$ cat src/rtl/vedic_seq_mul_ctrl.sv
// Sequential DW x DW unsigned multiplier: one 4x4 Vedic core walks every digit pair
// of the registered operands and shift-accumulates the partial products.
`timescale 1ns/1ps
module vedic_seq_mul_ctrl #(
    parameter int DW = 16
) (
    input  logic            clk,
    input  logic            rst,
    input  logic [DW-1:0]   a,
    input  logic [DW-1:0]   b,
    input  logic            in_valid,
    output logic            in_ready,
    output logic [2*DW-1:0] product,
    output logic            out_valid,
    input  logic            out_ready,
    output logic            busy
);

    localparam int DIG = DW / 4;
    localparam int CW  = (DIG > 1) ? $clog2(DIG) : 1;
    localparam logic [CW-1:0] DMAX = CW'(DIG - 1);

    typedef enum logic [1:0] {IDLE, RUN, DONE} state_t;

    state_t            r_state;
    state_t            w_next;
    logic [DW-1:0]     r_a;
    logic [DW-1:0]     r_b;
    logic [2*DW-1:0]   r_acc;
    logic [2*DW-1:0]   r_product;
    logic [CW-1:0]     r_di;
    logic [CW-1:0]     r_dj;
    logic [3:0]        w_adig;
    logic [3:0]        w_bdig;
    logic [7:0]        w_pp;
    logic [CW:0]       w_dsum;
    logic [2*DW-1:0]   w_term;
    logic [2*DW-1:0]   w_sum;
    logic              w_last;

    // Vertically-and-crosswise 2x2 cell: the two cross terms only carry when both are set.
    function automatic logic [3:0] vedic2x2(input logic [1:0] x, input logic [1:0] y);
        logic [3:0] p;
        logic       c1;
        p[0] = x[0] & y[0];
        p[1] = (x[1] & y[0]) ^ (x[0] & y[1]);
        c1   = (x[1] & y[0]) & (x[0] & y[1]);
        p[2] = (x[1] & y[1]) ^ c1;
        p[3] = (x[1] & y[1]) & c1;
        return p;
    endfunction

    function automatic logic [7:0] vedic4x4(input logic [3:0] x, input logic [3:0] y);
        logic [3:0] q0, q1, q2, q3;
        q0 = vedic2x2(x[1:0], y[1:0]);
        q1 = vedic2x2(x[3:2], y[1:0]);
        q2 = vedic2x2(x[1:0], y[3:2]);
        q3 = vedic2x2(x[3:2], y[3:2]);
        return {4'b0, q0} + {2'b0, q1, 2'b0} + {2'b0, q2, 2'b0} + {q3, 4'b0};
    endfunction

    assign w_adig = r_a[{r_di, 2'b00} +: 4];
    assign w_bdig = r_b[{r_dj, 2'b00} +: 4];
    assign w_pp   = vedic4x4(w_adig, w_bdig);
    assign w_dsum = {1'b0, r_di} + {1'b0, r_dj};
    assign w_term = {{(2*DW-8){1'b0}}, w_pp} << {w_dsum, 2'b00};
    assign w_sum  = r_acc + w_term;
    assign w_last = (r_di == DMAX) && (r_dj == DMAX);

    assign in_ready  = (r_state == IDLE);
    assign busy      = (r_state != IDLE);
    assign out_valid = (r_state == DONE);
    assign product   = r_product;

    always_ff @(posedge clk) begin
        if (rst) begin
            r_state <= IDLE;
        end else begin
            r_state <= w_next;
        end
    end

    always_comb begin
        w_next = r_state;
        case (r_state)
            IDLE:    if (in_valid)  w_next = RUN;
            RUN:     if (w_last)    w_next = DONE;
            DONE:    if (out_ready) w_next = IDLE;
            default: w_next = IDLE;
        endcase
    end

    // Datapath: capture in IDLE, one digit pair per RUN edge (a-digit index is the fast one).
    always_ff @(posedge clk) begin
        if (rst) begin
            r_a       <= '0;
            r_b       <= '0;
            r_acc     <= '0;
            r_product <= '0;
            r_di      <= '0;
            r_dj      <= '0;
        end else begin
            case (r_state)
                IDLE: begin
                    if (in_valid) begin
                        r_a   <= a;
                        r_b   <= b;
                        r_acc <= '0;
                        r_di  <= '0;
                        r_dj  <= '0;
                    end
                end
                RUN: begin
                    r_acc <= w_sum;
                    if (r_di == DMAX) begin
                        r_di <= '0;
                        r_dj <= (r_dj == DMAX) ? '0 : r_dj + 1'b1;
                    end else begin
                        r_di <= r_di + 1'b1;
                    end
                    if (w_last) begin
                        r_product <= w_sum;
                    end
                end
                default: ;
            endcase
        end
    end

endmodule
$ cat config.mk
export PLATFORM = sky130hd
export DESIGN_NAME = vedic_seq_mul_ctrl
export DESIGN_NICKNAME = d
export VERILOG_FILES = /design/src/rtl/vedic_seq_mul_ctrl.sv
export SDC_FILE = /design/constraint.sdc
export NUM_CORES = 1
export LEC_CHECK = 0
export ABC_AREA = 1
export CORE_UTILIZATION = 60
export CTS_BUF_LIST = sky130_fd_sc_hd__clkbuf_8
export DETAILED_ROUTE_END_ITERATION = 16
export PLACE_DENSITY = 0.89
export SYNTH_ARGS = -nofsm -noshare
export SYNTH_HDL_FRONTEND = slang
export SYNTH_SLANG_ARGS = --single-unit
$ cat constraint.sdc
create_clock -name clk -period 5.43 [get_ports clk]
set_input_delay 0.543 -clock clk [delete_from_list [all_inputs] [get_ports clk]]
set_output_delay 0.543 -clock clk [all_outputs]
set_load 0.02 [all_outputs]
==> results of run 1 <==
## layout by cell type, fill, tap and decap left out, drive strengths merged, types with 7 or more instances in the layout
cell	instances
ha	46
xor2	16
nor2	175
o21ai	46
buf	13
nor3	7
nand3	37
dfxtp	102
fa	7
inv	151
nand2	383
a21oi	91
clkbuf	9
clkdlybuf4s50	69
## per-stage QoR
stage / setup slack [ps] / instance area (µm²)
floorplan: 1050 / 6960
global placement: 647 / 7750
detailed placement: 520 / 7750
CTS: 492 / 7940
global route: 11.9 / 7960
finish: 468 / 7960
## timing repair
| item | CTS | global route |
|---|---|---|
| setup endpoints to repair | 0 | 9 |
| gates resized for setup | 0 | 2 |
| setup buffers | 0 | 2 |
## final cells by class
class	instances	area [µm²]
Clock buffer	9	124
Fill cell	971	3120
Timing Repair Buffer	82	786
Clock inverter	7	61.3
Multi-Input combinational cell	847	4220
Sequential cell	102	2040
Inverter	147	556
Tap cell	140	175
## cells by family after synthesis
group / count (synthesis) / share of synthesized area (%)
flops: 102 / 29.4
fa+ha+maj: 53 / 10.3
compound gates: 161 / 12.6
xor+xnor: 17 / 2.14
simple gates: 616 / 35.5
buf+inv: 180 / 10.1
## how the worst min path moves through the flow
| stage | startpoint | to | slack [ps] | cells after the start |
|---|---|---|---|---|
| after detailed placement | product[7] | product[7] | 450 | 2 |
| after global routing | product[5] | product[5] | 490 | 2 |
| final | product[7] | product[7] | 470 | 2 |
| after floorplan | r_acc[2] | r_acc[2] | 440 | 2 |
| after global placement | product[1] | product[1] | 450 | 2 |
| after CTS | product[7] | product[7] | 470 | 2 |
## where the power goes
| part | switching [W] | leakage (nW) | internal, W |
|---|---|---|---|
| logic | 0.000223 | 3.02 | 0.000124 |
| clock network | 0.000299 | 0.0998 | 0.000177 |
| registers | 0.0000176 | 0.830 | 0.000776 |
## worst min-delay path: cells and delay by family (launching register included)
family / cells / cell delay [ps]
DFF: 1 / 320
and+or+nand+nor: 1 / 60
AOI/OAI and AO/OA: 1 / 50
## per-layer routing
metal  GRT usage, %  part of all wire (%)  vias up
li1               -                     -     3657
met1           42.0                    45     3247
met2           52.8                    45      246
met3           6.64                   6.7       40
met4           13.1                   2.8        0
met5              0                     0        -
## state kept, by name, summed over array words and instances, names as in the netlist
name,flops
product,32
r_a,16
r_acc,32
r_b,16
r_di,2
r_dj,2
r_state,2
==> impl_metrics.yaml, run 1 <==
cells_and_area:
  antennaDiodeCount: 0
  drive_gt1_share_pct: 4.77
  fin_util_pct: 71.8
  final_cells: 1334
  final_nets: 1278
  syn2layout_area_growth_pct: 14.4
critical_path:
  crit_buf_inv: 4
  cp_max_fo: 9
  path_class: "register to register"
  cp-endpoint: "product[26]"
  path_common_cell: "nand2_1"
  r2r-start: "r_dj[1]"
  worst-path-stages: 28
  critPathLaunchType: "register"
  end_kind: "register"
  worstReg2RegEnd: "product[26]"
  cpLargestDelayFamily: "simple AND/OR/NAND/NOR gates"
  slowest_delay_ps: 530
  cp_slowest_cell: "fa_1"
  reg2regPathDepth: 28
  crit_start: "r_dj[1]"
  arrival_ps: 5280
  worstPathRequired_ps: 5750
  ff2ff_setup_slack_ps: 470
global_route:
  grt-ovfl-total: 0
  grt_pass1_vias: 6489
  grt_antenna_before_repair: 0
  grt.total_usage_pct: 32.5
  grt_max_degree: 68
  grt_pass1_wl_mm: 30.1
yosys:
  ys_seq_area_share_pct: 29.4
  synth_top_cell_by_area: "dfxtp_1"
  synth_commonest_cells: "370 x nand2_1, 172 x nor2_1, 142 x inv_1"
  synth.net_count: 1218
  synth_top_area_share_pct: 29.4
  synth_most_common_cell: "nand2_1"
  yosysWarningCount: 0
  netlist_area_um2: 6960
  yosys-top-cells-area: "dfxtp_1 29%, nand2_1 20%, nor2_1 9.3%, ha_1 8.3%, inv_1 7.7%"
  synth.avg_cell_area_um2: 6.16
  synthFlopType: "dfxtp_1"
  netlist_instances: 1129
  ys_async_sr_fraction_pct: 0
  synth-edff-count: 0
  ys_types: 36
  synth-seq-cells: 102
cts:
  cts_tree: "built"
  cts.clk_slew.worst_paths_ps: 110
  cts.sinks: 102
  numCtsBuffers: 9
  root_buffer: "clkbuf_8"
  cts_buffer_depth: 2
  holdBufCountCts: 0
  clkLatencyLatePin_ps: 410
  htree_levels: 3
place:
  placed_cells: 1316
  hpwlAfterDp_mm: 13.9
  port_buffers: 70
  finalWeightedCongestion: 0.995
sta:
  layout_min_cycle_time_ps: 4960
  final_hold_viol_count: 0
  hold_ws_ps: 467
  rsz0062_at_grt: "false"
  tightest_slew_ps: 852
  fmax_mhz: 202
  period_share_pct: 91.4
  tns_ps: 0
  relSlewSlack_pct: 43.2
  drv_slew: 0
  finClkSkew_ps: 16.5
  setup_viol: 0
pwr:
  ir_drop_mv: 0.227
  p_leak_nw: 3.95
  total_power_w: 0.00162
  powerDensity_nw_per_um2: 203
routing:
  dr.pass1.iters: 6
  wl_mm: 18.2
  antenna_left: 0
  post_drt_wl_per_cell_um: 13.6
  drc: 0
  via_per_inst: 5.39
  vias: 7190
  drt-initial-drc-count: 579
floorplan:
  core_um2: 11100
  die-area_um2: 12000
  dieWidth_um: 110
  ios: 71
  rows: 38
  dieHeight_um: 110
  initial_utilization_pct: 62.8
status:
  outcome: "finished, final reports clean"
hold_path:
  hold_path.class: "register to register"
job:
  drv_cap: 0
Note: power is estimated with default switching activity, not from simulation.
==> inputs of run 2 (changes only) <==
--- a/config.mk
+++ b/config.mk
@@ -10,6 +10,7 @@
 export CTS_BUF_LIST = sky130_fd_sc_hd__clkbuf_8
 export DETAILED_ROUTE_END_ITERATION = 16
 export PLACE_DENSITY = 0.89
+export SLEW_MARGIN = 5
 export SYNTH_ARGS = -nofsm -noshare
 export SYNTH_HDL_FRONTEND = slang
 export SYNTH_SLANG_ARGS = --single-unit
==> results of run 2 <==
No change in the layout: final DEF, timing and power equal those of run 1.
==> inputs of run 3 (changes only) <==
--- a/config.mk
+++ b/config.mk
@@ -6,6 +6,7 @@
 export NUM_CORES = 1
 export LEC_CHECK = 0
 export ABC_AREA = 1
+export CAP_MARGIN = 20
 export CORE_UTILIZATION = 60
 export CTS_BUF_LIST = sky130_fd_sc_hd__clkbuf_8
 export DETAILED_ROUTE_END_ITERATION = 16
==> results of run 3 <==
No change in the layout: final DEF, timing and power equal those of run 1.
